[config.mk]
export PLATFORM = sky130hd
export DESIGN_NAME = e203_ifu_rs1_rdport_sched
export DESIGN_NICKNAME = d
export VERILOG_FILES = /design/src/rtl/e203_ifu_rs1_rdport_sched_pkg.sv /design/src/rtl/e203_ifu_rs1_starve_cnt.sv /design/src/rtl/e203_ifu_rs1_rdport_sched.sv
export SDC_FILE = /design/constraint.sdc
export NUM_CORES = 1
export LEC_CHECK = 0
export ABC_AREA = 1
export BUFFER_PORTS_ARGS = -buffer_cell sky130_fd_sc_hd__buf_2
export CAP_MARGIN = 20
export CORE_MARGIN = 4
export CORE_UTILIZATION = 45
export CTS_CLUSTER_SIZE = 14
export DETAILED_ROUTE_END_ITERATION = 10
export PLACE_DENSITY_LB_ADDON = 0.2
export RECOVER_POWER = 25
export SLEW_MARGIN = 15
export SYNTH_ARGS = -nofsm -noshare
export SYNTH_HDL_FRONTEND = slang
export SYNTH_HIERARCHICAL = 1
export SYNTH_SLANG_ARGS = --single-unit
[constraint.sdc]
create_clock -name clk -period 4.55 [get_ports clk]
set_clock_uncertainty 0.2 [all_clocks]
set_input_delay 0.6825 -clock clk [delete_from_list [all_inputs] [get_ports clk]]
set_output_delay 0.6825 -clock clk [all_outputs]
set_load 0.05 [all_outputs]
[src/rtl/e203_ifu_rs1_rdport_sched_pkg.sv]
// e203_ifu_rs1_rdport_sched_pkg: shared widths and state encodings for the rs1 read-port scheduler
package e203_ifu_rs1_rdport_sched_pkg;
  localparam int XLEN = 32;
  localparam int RFIDX_W = 5;
  localparam int CNT_W = 3;
  typedef enum logic [1:0] {IDLE = 2'd0, WAIT = 2'd1, READ = 2'd2, RSP = 2'd3} state_e;
endpackage

[src/rtl/e203_ifu_rs1_starve_cnt.sv]
// e203_ifu_rs1_starve_cnt: saturating count of BPU wait cycles lost to EXU
module e203_ifu_rs1_starve_cnt
  import e203_ifu_rs1_rdport_sched_pkg::*;
#(
  parameter int MAX = 4
) (
  input  logic clk,
  input  logic rst,
  input  logic inc,
  input  logic clr,
  output logic sat
);
  localparam logic [CNT_W-1:0] MAX_C = CNT_W'(MAX);
  logic [CNT_W-1:0] cnt;
  assign sat = cnt == MAX_C;
  always_ff @(posedge clk) begin
    if (rst || clr) cnt <= '0;
    else cnt <= cnt + CNT_W'(inc & ~sat);
  end
endmodule

[src/rtl/e203_ifu_rs1_rdport_sched.sv]
// e203_ifu_rs1_rdport_sched: arbitrates regfile read port rs1 between EXU decode and the IFU lite-BPU
module e203_ifu_rs1_rdport_sched
  import e203_ifu_rs1_rdport_sched_pkg::*;
#(
  parameter int XLEN = e203_ifu_rs1_rdport_sched_pkg::XLEN,
  parameter int RFIDX_W = e203_ifu_rs1_rdport_sched_pkg::RFIDX_W,
  parameter int STARVE_MAX = 4
) (
  input  logic               clk,
  input  logic               rst,
  input  logic               bpu_req_valid,
  output logic               bpu_req_ready,
  input  logic [RFIDX_W-1:0] bpu_req_idx,
  output logic               bpu_rsp_valid,
  input  logic               bpu_rsp_ready,
  output logic [XLEN-1:0]    bpu_rsp_data,
  input  logic               bpu_flush,
  input  logic               exu_rd_ena,
  input  logic [RFIDX_W-1:0] exu_rd_idx,
  output logic               exu_rd_stall,
  output logic               exu_rd_data_vld,
  output logic               rf_rd_ena,
  output logic [RFIDX_W-1:0] rf_rd_idx,
  input  logic [XLEN-1:0]    rf_rd_data
);
  state_e state, state_nxt;
  logic [RFIDX_W-1:0] idx;
  logic accept, grant, sat;
  assign bpu_req_ready = (state == IDLE) & ~rst & ~bpu_flush;
  assign accept = bpu_req_valid & bpu_req_ready;
  assign grant = ~rst & (state == WAIT) & (~exu_rd_ena | sat);
  assign rf_rd_ena = ~rst & (grant | exu_rd_ena);
  assign rf_rd_idx = grant ? idx : exu_rd_idx;
  assign exu_rd_stall = grant & exu_rd_ena;
  assign bpu_rsp_valid = state == RSP;
  e203_ifu_rs1_starve_cnt #(.MAX(STARVE_MAX)) u_starve (
    .clk(clk),
    .rst(rst),
    .inc((state == WAIT) & ~grant),
    .clr((state == READ) | bpu_flush),
    .sat(sat)
  );
  always_comb begin
    state_nxt = bpu_flush ? IDLE
      : state == IDLE ? (accept ? (bpu_req_idx == '0 ? RSP : WAIT) : IDLE)
      : state == WAIT ? (grant ? READ : WAIT)
      : state == READ ? RSP
      : (bpu_rsp_ready ? IDLE : RSP);
  end
  always_ff @(posedge clk) begin
    if (rst) begin
      state <= IDLE;
      idx <= '0;
      bpu_rsp_data <= '0;
      exu_rd_data_vld <= 1'b0;
    end else begin
      state <= state_nxt;
      exu_rd_data_vld <= exu_rd_ena & ~exu_rd_stall;
      if (accept) idx <= bpu_req_idx;
      if (accept && bpu_req_idx == '0) bpu_rsp_data <= '0;
      else if (state == READ && !bpu_flush) bpu_rsp_data <= rf_rd_data;
    end
  end
endmodule

## After elaboration in Yosys (flattened, before gate mapping)

Index checks and enable logic that the tools add are counted.

- Add/sub/neg operators: 1
- Equality and inequality tests: 4
- Multiplexer cells: 8
- Bitwise logic cells: 19
- Reductions and logical operators: 8

Operators with widths:

| cell | number |
|---|---|
| $mux 2 | 7 |
| $and 1x1->1 | 9 |
| $logic_not 5->1 | 1 |
| $mux 5 | 1 |
| $not 1->1 | 5 |
| $eq 2x2->1 const B | 2 |
| $reduce_or 2->1 | 2 |
| $add 3x3->3 | 1 |
| $and 1x3->3 | 1 |
| $eq 3x3->1 const B | 1 |
| $not 1->3 | 1 |
| $or 1x1->1 | 3 |
| $eq 2x1->1 const B | 1 |
| $logic_and 1x1->1 | 2 |
| $logic_not 2->1 | 1 |
| $logic_not 1->1 | 1 |
| $logic_or 1x1->1 | 1 |

- Bits in registers: 43
- Input port bits: 48
- Output and inout port bits: 42
- Logic and storage cells: 45

## Longest topological paths before layout

- Depth after elaboration: 7
- Gate-level depth with buffers: 13
- Gate-level depth less buffers: 13

## Modules after synthesis

Netlist, hierarchy kept.

Modules (own cells, without submodules):

| module | times used | cells each | area an instance (um^2) | seq. area each (um^2) |
|---|---|---|---|---|
| e203_ifu_rs1_rdport_sched | 1 | 223 | 1,885.6 | 800.8 |
| e203_ifu_rs1_starve_cnt | 1 | 19 | 150.1 | 60.1 |

## Least setup slack after synthesis

Ideal clock, no wire load.

- Path type: input to output
- Start: input rst
- End: output rf_rd_ena
- Data arrival time: 1.544 ns
- Data required time: 3.668 ns
- Setup slack: 2.124 ns
- Cell stages on the path: 4
- Buffers on the path: 1
- Cell sequence: inv_2 -> nand3_4 -> buf_6 -> o21ai_1

- Word-level cells in the longest chain between the ends: 5

RTL lines:

| element | RTL line | source |
|---|---|---|
| start: declaration | e203_ifu_rs1_rdport_sched.sv:10 | `input logic rst,` |
| $not 1->1 * | e203_ifu_rs1_rdport_sched.sv:31, e203_ifu_rs1_rdport_sched.sv:32 |  |
| $and 1x1->1 (2 in series) | e203_ifu_rs1_rdport_sched.sv:31 | `assign grant = ~rst & (state == WAIT) & (~exu_rd_ena \| sat);` |
| $or 1x1->1 | e203_ifu_rs1_rdport_sched.sv:32 | `assign rf_rd_ena = ~rst & (grant \| exu_rd_ena);` |
| $and 1x1->1 * | e203_ifu_rs1_rdport_sched.sv:32 |  |
| end: declaration | e203_ifu_rs1_rdport_sched.sv:22 | `output logic rf_rd_ena,` |

Mark *: on every way between the ends. The rest lies on a longest branch, timed or not.

## Final worst setup path

- Start: register state[0]
- End: output rf_rd_idx[3]

- Word-level cells in the longest chain between the ends: 4

RTL lines:

| element | RTL line | source |
|---|---|---|
| start: declaration | e203_ifu_rs1_rdport_sched.sv:26 | `state_e state, state_nxt;` |
| start signal: assignment | e203_ifu_rs1_rdport_sched.sv:57 | `state <= state_nxt;` |
| $eq 2x1->1 | e203_ifu_rs1_rdport_sched.sv:31 |  |
| $and 1x1->1 (2 in series) | e203_ifu_rs1_rdport_sched.sv:31 |  |
| $mux 5 | e203_ifu_rs1_rdport_sched.sv:33 | `assign rf_rd_idx = grant ? idx : exu_rd_idx;` |
| end: declaration | e203_ifu_rs1_rdport_sched.sv:23 | `output logic [RFIDX_W-1:0] rf_rd_idx,` |

Every way passes these cells.

==> reports/metrics.csv <==
stage,metric,value,unit
sta,worst_slew_margin_rel,0.268,
sta,tns,0,ns
sta,final.setup.worst_slack,1.49,ns
floorplanning,row_count,24,
sta,setup_viol,0,
global_routing,antenna_found_initial,0,
yosys,synth_top_area_share,0.423,
yosys,yosys.area.top_type,dfxtp_1,
sta,hold_viol_final,0,
yosys,syn_inst,242,
floorplanning,start_util,0.468,
floorplanning,die_w,75.3,um
yosys,synth_xor_area_frac,0,
final_layout,final_nets,371,
route,drt_iter0_markers,140,
critical_path,cp.buffers_inverters,2,
final_layout,antennaDiodeCount,0,
sta,max_freq,0.327,GHz
floorplanning,die_area,5660,sq um
final_layout,drive_gt1_frac,0.419,
clock_tree,h-tree-depth,2,
yosys,synthMuxAreaShare,0,
critical_path,crit_fanout,35,
critical_path,slowest_stage,inv_1,
yosys,synth-simple-area-share,0.274,
pwr,p_clk_frac,0.383,
critical_path,r2r-start,state[0],
pwr,switchingPower,201,uW
sta,slew_violations,0,
pwr,combPwrFrac,0.123,
pwr,ir_drop,0.202,mV
global_routing,grt_max_degree,37,
clock_tree,clkSinkCount,43,
pwr,p_leak,1.05,nW
place,post-place-ws,1.97,ns
final_layout,syn_to_final_growth,23.5,%
yosys,synth_compound_area_frac,0.187,
pwr,internal-power,574,uW
critical_path,cp-start-kind,flop,
clock_tree,numCtsBuffers,5,
critical_path,crit_type,reg -> out,
critical_path,max_stage_delay,0.49,ns
route,vias,1845,
route,routedWlPerCell,12.7,um
clock_tree,cts_max_path_buffers,2,
yosys,yosys_warnings,6,
route,drc,0,
yosys,yosysUniqueCellTypes,23,
critical_path,worst-r2r-cell-count,4,
run,cap_violations,0,
pwr,p_sw_frac,0.259,
yosys,synthTopCellsByArea,"dfxtp_1 (42%), a21oi_2 (13%), nand4_1 (9.8%)",
floorplanning,die_h,75.3,um
clock_tree,cts-hold-fix-buffers,0,
yosys,synth_seq_cells,43,
place,place_congestion,0.725,
route,ant_nets,0,
place,port_buffers,89,
critical_path,r2r_end,bpu_rsp_data[27],
critical_path,cp.required,3.67,ns
status,run_status,"finished, final reports clean",
global_routing,grt_pass1_wl,7480,um
place,place_hpwl,3200,um
critical_path,end_kind,output port,
sta,tightest_slew,1.10,ns
sta,post-route-period-util,0.671,
pwr,power,775,uW
critical_path,path_delay_family,buffers and inverters,
clock_tree,ctsResizeCount,0,
sta,period_needed,3.06,ns
min_path,hold_start,bpu_rsp_data[2],
pwr,seq_power_share,0.495,
critical_path,r2r_slack,1.91,ns
final_layout,design_area,2510,sq um
min_path,hold_class,reg -> reg,
min_path,hold_depth,2,
global_routing,grt_usage,0.169,
yosys,syn_nets,292,
clock_tree,clk_latency,0.29,ns
min_path,holdPathEnd,bpu_rsp_data[2],
route,wirelength,4750,um
yosys,syn_area,2040,sq um
pwr,powerDensity,308,nW/um^2
clock_tree,root_buffer,clkbuf_8,
clock_tree,cts_tree,built,
critical_path,crit_chain,inv_1 -> nor2_4 -> nand3_4 -> o21ai_2 -> buf_2,
yosys,synth-adder-area-share,0.0123,
clock_tree,clk_pin_slew,0.09,ns
yosys,postSynthAreaPerCell,8.41,sq um
global_routing,grt_pass1_vias,1640,
critical_path,crit_arrival,2.17,ns
sta,rsz0062_at_grt,no,
place,place_area,2420,sq um
floorplanning,ios,90,
clock_tree,post_cts_buffers,0,
yosys,synth_top_family_by_area,simple AND/OR/NAND/NOR gates,
sta,whs,0.266,ns
route,via_per_inst,4.93,
floorplanning,core,4350,sq um
route,first_pass_iters,5,
global_routing,overflow,0,
yosys,ys_seq_area_frac,0.423,
-- cells in the mapped netlist --
master    instances
nand4_1          32
nand2_1          52
inv_2             5
nand2_2           3
o21ai_1           6
buf_8             3
nor2_1            9
nor3b_2           1
o21ai_2           5
nor2_4            2
nor2_2            3
nand3_4           1
or2_1             1
nand2_4           1
nand3_2           2
buf_6             2
inv_1            17
dfxtp_1          43
a21oi_2          30
clkbuf_1          3
ha_1              2
buf_2            10
a21oi_1           9
-- worst max-delay path by stage --
| stage | cells past startpoint | from | slack [ns] | to |
|---|---|---|---|---|
| finish | 5 | state[0] | 1.49 | rf_rd_idx[3] |
| global route | 5 | state[0] | 1.27 | rf_rd_idx[3] |
| CTS | 5 | state[0] | 1.77 | rf_rd_idx[3] |
| detailed placement | 5 | bpu_flush | 1.97 | bpu_rsp_data[13] |
| global placement | 5 | bpu_flush | 1.98 | bpu_rsp_data[28] |
| floorplan | 4 | rst | 2.12 | rf_rd_ena |
-- kinds of logic (layout without fill, tap and decap cells) --
kind of cell    Yosys count  count (layout)
flops                    43              43
buf+inv                  40             120
compound gates           50              50
fa+ha+maj                 2               2
simple gates            107             107
-- worst reg2reg max path: cells and delay by family, from the launching register on --
family	cells	cell delay [ns]
buffers and inverters	1	0.80
AOI/OAI and AO/OA	1	0.07
and+or+nand+nor	2	1.10
DFF	1	0.34
-- metrics by stage --
| step | utilization | instances |
|---|---|---|
| finish | 0.578 | 374 |
| global route | 0.578 | 374 |
| CTS | 0.583 | 374 |
| detailed placement | 0.557 | 366 |
| global placement | 0.557 | 366 |
| floorplan | - | 242 |
-- power groups by stage --
stage | Sequential [mW] | Clock (mW) | Combinational (mW)
finish | 0.383 | 0.297 | 0.0949
CTS | 0.383 | 0.307 | 0.0972
detailed placement | 0.392 | 0 | 0.0966
floorplan | 0.399 | 0 | 0.0611
global route | 0.384 | 0.326 | 0.104
global placement | 0.392 | 0 | 0.0970
-- layout make-up --
type	count	area, sq um
clock buffer	5	68.8
clock inverter	3	43.8
fill	420	1840
inverter	22	82.6
multi-input combinational	159	958
sequential	43	861
tap	52	65.1
timing repair buffer	90	435
-- placed cells by master (no fill, tap or decap), drive strengths merged --
| cell | Yosys | layout |
|---|---|---|
| ha | 2 | 2 |
| nor3b | 1 | 1 |
| clkinv | 0 | 2 |
| inv | 22 | 22 |
| clkbuf | 3 | 19 |
| nor2 | 14 | 14 |
| o21ai | 11 | 11 |
| or2 | 1 | 1 |
| bufinv | 0 | 1 |
| a21oi | 39 | 39 |
| nand4 | 32 | 32 |
| nand3 | 3 | 3 |
| nand2 | 56 | 56 |
| buf | 15 | 76 |
| dfxtp | 43 | 43 |
-- state kept, by name (all words and copies together) (netlist names) --
name and cells:
bpu_rsp_data 32, idx 5, u_starve/cnt 3, state 2, exu_rd_data_vld 1
-- routing by layer --
| layer | track usage | part of all wire |
|---|---|---|
| met1 | 0.222 | 0.45 |
| met2 | 0.274 | 0.46 |
| met4 | 0.0583 | 0.013 |
| met5 | 0 | 0 |
| met3 | 0.0387 | 0.078 |
Note: power is estimated with default switching activity, not from simulation.
